## src/rtl/apb_reg_bridge.sv

```systemverilog
// apb_reg_bridge
//
// Bridges single APB transfers onto a simple request/acknowledge register
// port. Each APB setup phase is decoded against a window of NUM_REGS word
// registers starting at BASE_ADDR. Illegal accesses and strobe-less writes
// are answered locally. Everything else is forwarded as reg_req and held
// until reg_ack arrives or the wait exceeds TIMEOUT cycles.
//
// Ports
//   pclk, preset          clock, synchronous active-high reset
//   psel, penable, pwrite APB control
//   paddr, pwdata, pstrb  APB byte address, write data, write strobes
//   pready, pslverr       registered APB response (one-cycle pulse)
//   prdata                registered read data, zero outside the response
//   reg_req, reg_we       register-side request and write flag
//   reg_idx               word index of the addressed register
//   reg_wdata, reg_strb   write data / strobes, stable while reg_req is high
//   reg_ack, reg_rdata    register-side completion and read data
//   err_cnt               saturating count of error responses

module apb_reg_bridge #(
    parameter int                  ADDR_W    = 13,
    parameter int                  DATA_W    = 32,
    parameter int                  NUM_REGS  = 5,
    parameter int                  BASE_ADDR = 0,
    parameter logic [NUM_REGS-1:0] RO_MASK   = '0,
    parameter int                  TIMEOUT   = 15,
    localparam int                 SB        = DATA_W / 8,
    localparam int                 IDX_W     = (NUM_REGS > 1) ? $clog2(NUM_REGS) : 1
) (
    input  logic              pclk,
    input  logic              preset,
    input  logic              psel,
    input  logic              penable,
    input  logic              pwrite,
    input  logic [ADDR_W-1:0] paddr,
    input  logic [DATA_W-1:0] pwdata,
    input  logic [SB-1:0]     pstrb,
    output logic              pready,
    output logic              pslverr,
    output logic [DATA_W-1:0] prdata,
    output logic              reg_req,
    output logic              reg_we,
    output logic [IDX_W-1:0]  reg_idx,
    output logic [DATA_W-1:0] reg_wdata,
    output logic [SB-1:0]     reg_strb,
    input  logic              reg_ack,
    input  logic [DATA_W-1:0] reg_rdata,
    output logic [7:0]        err_cnt
);

    localparam int                ALIGN_BITS = $clog2(SB);
    localparam logic [ADDR_W:0]   BASE_VEC   = (ADDR_W + 1)'(BASE_ADDR);
    localparam logic [ADDR_W-1:0] ALIGN_MASK = ADDR_W'(SB - 1);
    localparam logic [7:0]        TMO_LIMIT  = 8'(TIMEOUT);

    typedef enum logic [1:0] {
        IDLE,
        WAIT_ACK,
        RESP
    } state_t;

    state_t            state;
    logic [7:0]        tmo_cnt;
    logic [7:0]        tmo_next;
    logic              aborted;
    logic              abort_seen;
    logic [ADDR_W-1:0] offset;
    logic [ADDR_W-1:0] index;
    logic              misaligned;
    logic              below_base;
    logic              out_of_range;
    logic              ro_hit;
    logic              dec_err;

    // Address decode of the live APB inputs; only consumed in the setup
    // cycle. The byte mask is zero for 8-bit data, so alignment then
    // never fails.
    always_comb begin
        offset       = paddr - BASE_VEC[ADDR_W-1:0];
        index        = offset >> ALIGN_BITS;
        misaligned   = (paddr & ALIGN_MASK) != '0;
        below_base   = {1'b0, paddr} < BASE_VEC;
        out_of_range = index >= ADDR_W'(NUM_REGS);
        ro_hit       = 1'b0;
        for (int i = 0; i < NUM_REGS; i++) begin
            if (RO_MASK[i] && (index == ADDR_W'(i))) begin
                ro_hit = 1'b1;
            end
        end
        dec_err = misaligned | below_base | out_of_range
                | (pwrite & ro_hit) | (!pwrite && (pstrb != '0));
    end

    // Once the master has dropped psel during the wait, the response is
    // swallowed but the register handshake still runs to completion.
    assign abort_seen = aborted | ~psel;
    assign tmo_next   = tmo_cnt + 8'd1;

    always_ff @(posedge pclk) begin
        if (preset) begin
            state     <= IDLE;
            pready    <= 1'b0;
            pslverr   <= 1'b0;
            prdata    <= '0;
            reg_req   <= 1'b0;
            reg_we    <= 1'b0;
            reg_idx   <= '0;
            reg_wdata <= '0;
            reg_strb  <= '0;
            err_cnt   <= '0;
            tmo_cnt   <= '0;
            aborted   <= 1'b0;
        end else begin
            // APB response outputs are pulses that only live in RESP.
            pready  <= 1'b0;
            pslverr <= 1'b0;
            prdata  <= '0;
            case (state)
                IDLE: begin
                    if (psel && !penable) begin
                        aborted <= 1'b0;
                        tmo_cnt <= '0;
                        if (dec_err) begin
                            state   <= RESP;
                            pready  <= 1'b1;
                            pslverr <= 1'b1;
                        end else if (pwrite && (pstrb == '0)) begin
                            state  <= RESP;
                            pready <= 1'b1;
                        end else begin
                            state     <= WAIT_ACK;
                            reg_req   <= 1'b1;
                            reg_we    <= pwrite;
                            reg_idx   <= index[IDX_W-1:0];
                            reg_wdata <= pwdata;
                            reg_strb  <= pstrb;
                        end
                    end
                end

                WAIT_ACK: begin
                    aborted <= abort_seen;
                    tmo_cnt <= tmo_next;
                    // An acknowledge in the last allowed cycle beats the timeout.
                    if (reg_ack) begin
                        reg_req <= 1'b0;
                        state   <= abort_seen ? IDLE : RESP;
                        pready  <= !abort_seen;
                        if (!reg_we && !abort_seen) begin
                            prdata <= reg_rdata;
                        end
                    end else if (tmo_next == TMO_LIMIT) begin
                        reg_req <= 1'b0;
                        state   <= abort_seen ? IDLE : RESP;
                        pready  <= !abort_seen;
                        pslverr <= !abort_seen;
                    end
                end

                RESP: begin
                    state <= IDLE;
                    if (pslverr && (err_cnt != 8'hFF)) begin
                        err_cnt <= err_cnt + 8'd1;
                    end
                end

                default: begin
                    state <= IDLE;
                end
            endcase
        end
    end

endmodule

```

## config.mk

```make
export PLATFORM = sky130hd
export DESIGN_NAME = apb_reg_bridge
export DESIGN_NICKNAME = d
export VERILOG_FILES = /design/src/rtl/apb_reg_bridge.sv
export SDC_FILE = /design/constraint.sdc
export NUM_CORES = 1
export LEC_CHECK = 0
export CAP_MARGIN = 20
export CELL_PAD_IN_SITES_DETAIL_PLACEMENT = 1
export CELL_PAD_IN_SITES_GLOBAL_PLACEMENT = 2
export CORE_ASPECT_RATIO = 1.75
export CORE_MARGIN = 4
export CORE_UTILIZATION = 24
export CTS_CLUSTER_SIZE = 12
export DETAILED_ROUTE_END_ITERATION = 10
export GPL_TIMING_DRIVEN = 0
export PLACE_DENSITY = 0.89
export SYNTH_ARGS = -nofsm -noshare
export SYNTH_HDL_FRONTEND = slang
export SYNTH_SLANG_ARGS = --single-unit
```

## constraint.sdc

```tcl
create_clock -name pclk -period 2 [get_ports pclk]
set_clock_uncertainty 0.1 [all_clocks]
set_input_delay 0.3 -clock pclk [delete_from_list [all_inputs] [get_ports pclk]]
set_output_delay 0.3 -clock pclk [all_outputs]
set_load 0.01 [all_outputs]
```

==> results of run 1 <==
==> synth_stat cells, drive strengths merged (3+ instances only) <==
cell	n	area share (%)
nor4	3	0.65
or4	4	0.78
a21oi	11	1.4
clkbuf	25	2.4
a31o	40	9.1
dfxtp	94	49
or3	4	0.65
inv	42	4.1
nand2	8	0.78
and2	35	5.7
nor2	20	2.0
nand3	3	0.39
xor2	6	1.4
buf	9	1.2
o21ai	11	1.4
nor3	3	0.39
a311oi	40	9.1
nand2b	3	0.49
ha	3	0.98
and3	5	0.82
==> per-stage QoR <==
stage | utilization [%] | worst slack, ps | setup TNS (ps)
finish | 39.9 | 31.5 | 0
global route | 39.9 | -19.4 | -77.5
CTS | 39.8 | 2.31 | 0
detailed placement | 37.0 | -881 | -50400
global placement | 37.0 | -771 | -46450
floorplan | - | 218 | 0
==> cell families (layout without fill, tap and decap cells) <==
logic type	Yosys count	in the layout	share of synthesized area, %
AO/OA/AOI/OAI	117	117	24.3
AND/OR/NAND/NOR	103	103	16.1
other	0	1	0
XOR/XNOR	6	6	1.37
buffers and inverters	77	265	7.84
flip-flops	94	94	49.1
adder cells (fa/ha/maj)	3	3	0.980
multiplexers	1	1	0.261
==> layout make-up <==
cell class | count | share of cell area [%]
antenna | 1 | 0.0404
buffer | 31 | 3.05
clock buffer | 10 | 3.85
clock inverter | 6 | 0.948
inverter | 43 | 2.60
multi-input combinational | 230 | 27.4
sequential | 94 | 30.4
tap | 186 | 3.75
timing repair buffer | 175 | 28.0
==> worst register-to-register path, stage by stage (launching register included) <==
cell and delay (ps):
dfxtp_1 330, buf_6 150, nand2b_4 90, or3b_4 430, nor4b_4 270, buf_4 190
clkbuf_4 180, and2_1 140
==> flip-flops by register name (all words and copies together) (netlist names) <==
name	cells
state	2
reg_we	1
reg_strb	4
reg_idx	3
reg_req	1
tmo_cnt	8
err_cnt	8
reg_wdata	32
prdata	32
aborted	1
pready	1
pslverr	1
==> cell usage in the layout, fill, tap and decap left out, types with 2 or more instances in the layout <==
master / netlist / layout
clkdlybuf4s50_1: 0 / 168
nand2b_1: 3 / 2
inv_1: 42 / 42
buf_6: 0 / 5
or4_1: 4 / 4
o31ai_1: 2 / 2
o32ai_1: 2 / 2
o21ai_1: 3 / 3
nand4bb_1: 2 / 2
nor2_1: 20 / 20
clkbuf_16: 0 / 9
or3_1: 4 / 4
inv_8: 0 / 3
o21ai_0: 8 / 8
and2_1: 35 / 35
nand2_1: 8 / 8
clkbuf_4: 0 / 5
ha_1: 3 / 3
o211ai_1: 2 / 2
nand3_1: 3 / 3
nor3_1: 3 / 3
nand3b_1: 2 / 2
a31o_1: 40 / 40
buf_4: 0 / 9
a211oi_1: 2 / 2
a21oi_1: 11 / 11
clkbuf_1: 25 / 12
a311oi_1: 40 / 40
nand4_1: 2 / 2
and3_1: 5 / 5
inv_6: 0 / 2
clkbuf_2: 0 / 4
xor2_1: 6 / 5
dfxtp_1: 94 / 93
nor4_1: 2 / 2
buf_2: 9 / 3
==> what timing repair did <==
action / in CTS / in global routing
endpoints found under the hold margin: 0 / 0
resized for setup: 35 / 10
buffers inserted: 5 / 2
hold buffers: 0 / 0
setup endpoints to repair: 75 / 66
pin swaps: 3 / 2
==> layer usage <==
metal / vias to the layer above / part of all wire (%) / global-route usage (%)
met5: - / 0 / 0
met4: 0 / 4.0 / 7.76
met3: 29 / 4.5 / 3.44
met2: 103 / 58 / 30.6
met1: 1875 / 34 / 13.8
li1: 1816 / - / -
==> power groups by stage <==
stage	clock network, mW	logic [mW]	registers (mW)
CTS	1.80	0.307	1.88
floorplan	0	0.0748	1.92
finish	1.73	0.308	1.88
detailed placement	0	0.291	1.92
global route	1.87	0.331	1.88
global placement	0	0.284	1.92
==> worst max path at each step <==
stage                    end  depth (start not counted)
3_3_place_gp   reg_wdata[20]                          6
4_1_cts        reg_wdata[28]                          6
6_report        reg_wdata[1]                          7
3_5_place_dp   reg_wdata[28]                          6
2_1_floorplan    reg_strb[0]                          6
5_1_grt         reg_wdata[8]                          7
==> metrics, run 1 <==
Worst path top cell family by delay=buffers and inverters; Total GRT Usage=between 10% and 20%; number of top-level pins=170; Final Net Count=674; result of the run=complete, no violations; distinct cell type count after synthesis=46; worst hold start=reg_rdata[0]; pin count of the biggest net entering global routing=19; type of the worst min-delay path=in2reg; critical-path cell list=clkdlybuf4s50_1 > nor4_4 > xor2_2 > and3_1 > buf_4 > buf_6 > a31o_1; number of cell rows=60; total power of the final layout=3.92 mW; number of nets in the synthesized netlist=491; Seq. cell area=0.00188 mm^2; final-layout fill cell count=1,719; worst-case hold path end point=prdata[0]; critical path startpoint category=input pin; Pins Over Slew Limit=0; critical path endpoint category=register; area of combinational cells with multiple inputs=around 0.0017 mm^2; r2r endpoint=prdata[30]; design area=0.00620 mm^2; post-CTS clock slew at the launch and capture registers of the worst setup and hold paths=approximately 80 ps; final cell count without fillers=776; core area=0.0155 mm^2; clock tree from TritonCTS=built; clock latency on the worst-skew pair=340 ps; via count=3,823; number of nets with antenna violations after routing=0; remaining routing DRC violations=0; final cycle utilization of the critical path=98.4%; first-pass GRT wire length=21,800 um; depth of the worst register-to-register path=7; FFs w/ async S/R, synth=0%; total global routing overflow=0; Synth Warn #=0; initial antenna violation count=1; startpoint of the lowest-slack register-to-register path=state[0]; clock network fraction of total power=44.3%; worst hold slack after final layout=408 ps; slack of the worst reg-to-reg path=roughly 70 ps; number of instances on the worst hold path=2; Critical Path RT=~2100 ps; critical path arrival=2100 ps; CTS Sinks=94; final hold violations=0; half-perimeter wire length of the detailed placement result=11,000 um; die width=104 um; post-synthesis average cell area=9.56 um^2; critical path start-end classification=in2reg; number of input and output port buffers inserted=168; fraction of final layout cells sized beyond drive strength 1=about 9%; worst max-slew margin expressed relative to the limit=61.3%; Yosys reg bits=94; power per standard cell area=between 600 and 700 mW/mm^2; net switching fraction of the power=24.2%; fmax=between 0.5 and 0.6 GHz; sequential fraction of the synthesis area=49.1%; register share of total power=47.9%; DP Cell Count=755; vertical die dimension=175 um; static leakage power=2.18 nW; count of buffer and inverter cells on the critical path=3; Layout Area Growth over Synthesis=61.8%; number of detailed-route iterations in the first pass=4; IR drop worst, VDD=0.404 mV; Post-Synthesis Cell Area=around 0.0038 mm^2; Cell Area, Placed=0.00575 mm^2; startpoint of the most critical setup path=pstrb[0]; via count of the first global-routing pass=4,166; Post-synth EDFFs=0; Initial Utilization=24.7%; reported net switching power=950 uW; Final setup violation count=0; clock period minus worst slack=1970 ps; maximum fanout along the worst path=10; Final Routed Wirelength=13,900 um; leading register cell type out of synthesis=dfxtp_1; GPL Wtd Cong=approximately 0.8; clock tree root buffer cell=clkbuf_16; cts bufs inserted=9; internal power=2.97 mW; Mapped Cells=~400; crit-path max cell delay=470 ps; count of maximum capacitance violations=0; maximum buffer depth of the clock tree=2; relative contribution of combinational cells to total power=under 10%; CP max-delay cell=clkdlybuf4s50_1; vias per cell=about 4.9; average routed wire per standard cell=18.0 um; H-tree depth reported by CTS=3; initial detailed-routing violation count=70; actual slew at the worst max-slew pin=579 ps; die footprint=0.0181 mm^2
(Power assumes the default switching activity.)
==> run 2, diff against run 1 <==
GPL_TIMING_DRIVEN = default   (was 0)
TNS_END_PERCENT = 100   (was default)
==> metrics, run 2 (synthesized netlist as in run 1, its figures left out) <==
initial antenna violation count=1; Total GRT Usage=14.7%; half-perimeter wire length of the detailed placement result=around 10,000 um; clock network fraction of total power=43.2%; H-tree depth reported by CTS=3; Final Net Count=660; reported net switching power=912 uW; end point of the critical path=pready; register share of total power=48.7%; Final setup violation count=0; critical path startpoint category=input pin; startpoint of the lowest-slack register-to-register path=state[0]; result of the run=complete, no violations; total negative slack for setup checks=0 ps; final hold violations=0; post-CTS sizing=0; GPL Wtd Cong=0.736; critical path endpoint category=register; number of cell rows=60; grt peak-use layer=met2; actual slew at the worst max-slew pin=461 ps; initial detailed-routing violation count=141; net switching fraction of the power=a little under a quarter; design area=0.00617 mm^2; number of nets with antenna violations after routing=0; die width=104 um; number of input and output port buffers inserted=169; vias per cell=4.99; via count=3,802; Layout Area Growth over Synthesis=61.0%; clock tree root buffer cell=clkbuf_16; CTS Sinks=94; clock latency on the worst-skew pair=340 ps; total global routing overflow=0; Critical Path RT=2120 ps; most frequent standard cell in the layout excluding fill and tap cells=clkdlybuf4s50_1; internal power=2.94 mW; setup fix buffers added after clock tree synthesis=0; startpoint of the most critical setup path=pstrb[0]; pin count of the biggest net entering global routing=62; via count of the first global-routing pass=4,163; registers with the most flip-flops=prdata x32, reg_wdata x32; global-route met3 utilization=2.96%; post-CTS clock slew at the launch and capture registers of the worst setup and hold paths=around 70 ps; slack of the worst reg-to-reg path=150 ps; Final Routed Wirelength=13,500 um; global routing usage on met1=roughly 14%; count of maximum capacitance violations=0; r2r endpoint=prdata[26]; cts bufs inserted=9; clock period minus worst slack=1920 ps; critical path arrival=2040 ps; power per standard cell area=between 600 and 700 mW/mm^2; vertical die dimension=175 um; unrepaired setup endpoints after global routing=false; first-pass GRT wire length=21,500 um; average routed wire per standard cell=roughly 18 um; area of combinational cells with multiple inputs=0.00168 mm^2; number of detailed-route iterations in the first pass=4; CTS hold repair buffers=0; met2 track utilization from global routing=28.0%; relative contribution of combinational cells to total power=8.1%; Seq. cell area=0.00188 mm^2; final cycle utilization of the critical path=95.8%; Cell Area, Placed=0.00588 mm^2; core area=0.0155 mm^2; total power of the final layout=3.85 mW; Initial Utilization=24.7%; type of the worst min-delay path=in2reg; maximum buffer depth of the clock tree=2; critical path start-end classification=in2reg; Pins Over Slew Limit=0; depth of the worst register-to-register path=5; fraction of final layout cells sized beyond drive strength 1=7.83%; IR drop worst, VDD=0.433 mV; static leakage power=2.16 nW; worst hold slack after final layout=358 ps; remaining routing DRC violations=0; fmax=0.522 GHz; worst max-slew margin expressed relative to the limit=69.1%; number of top-level pins=170; die footprint=roughly 0.018 mm^2; most frequent cells in the layout=168 x clkdlybuf4s50_1, 94 x dfxtp_1, 42 x inv_1, 40 x a311oi_1, 40 x a31o_1; final-layout fill cell count=1,725; clock tree from TritonCTS=built; maximum fanout along the worst path=20
==> run 2: metal layers <==
| layer | routed length [um] | vias up |
|---|---|---|
| li1 | - | 1794 |
| met1 | 4710 | 1853 |
| met2 | 7460 | 117 |
| met3 | 605 | 38 |
| met4 | 704 | 0 |
| met5 | 0 | - |
==> run 2: worst min-delay path by stage <==
stage	start	to	cells after the start
4_1_cts	preset	err_cnt[3]	3
5_1_grt	preset	err_cnt[0]	3
3_3_place_gp	err_cnt[5]	err_cnt[5]	2
2_1_floorplan	reg_rdata[0]	prdata[0]	1
3_5_place_dp	err_cnt[5]	err_cnt[5]	2
6_report	preset	tmo_cnt[5]	3
==> run 2: critical path, stage by stage <==
cell and delay (ps):
clkdlybuf4s50_1 460, nor4_2 290, buf_4 180, xor2_4 70, buf_4 220, and2_1 200, o32ai_1 310
==> run 2: per-stage QoR <==
step | cells | util [%] | setup WS, ps
2_1_floorplan | 401 | - | 218
3_5_place_dp | 745 | 37.9 | -292
4_1_cts | 761 | 39.7 | 45.5
3_3_place_gp | 745 | 37.9 | -210
6_report | 762 | 39.7 | 83.6
5_1_grt | 762 | 39.7 | 4.22
==> run 2: layout make-up <==
cell class	instances	share of cell area [%]
Inverter	43	2.62
Timing Repair Buffer	192	31.1
Antenna cell	1	0.0406
Sequential cell	94	30.5
Multi-Input combinational cell	230	27.3
Tap cell	186	3.77
Clock buffer	10	3.71
Clock inverter	6	0.933
==> run 2: power groups by stage <==
stage               Clock (mW)  Sequential [mW]  Combinational, mW
floorplan                    0             1.92             0.0748
global placement             0             1.92              0.305
detailed placement           0             1.92              0.313
CTS                       1.73             1.88              0.314
global route              1.80             1.88              0.333
finish                    1.66             1.88              0.311
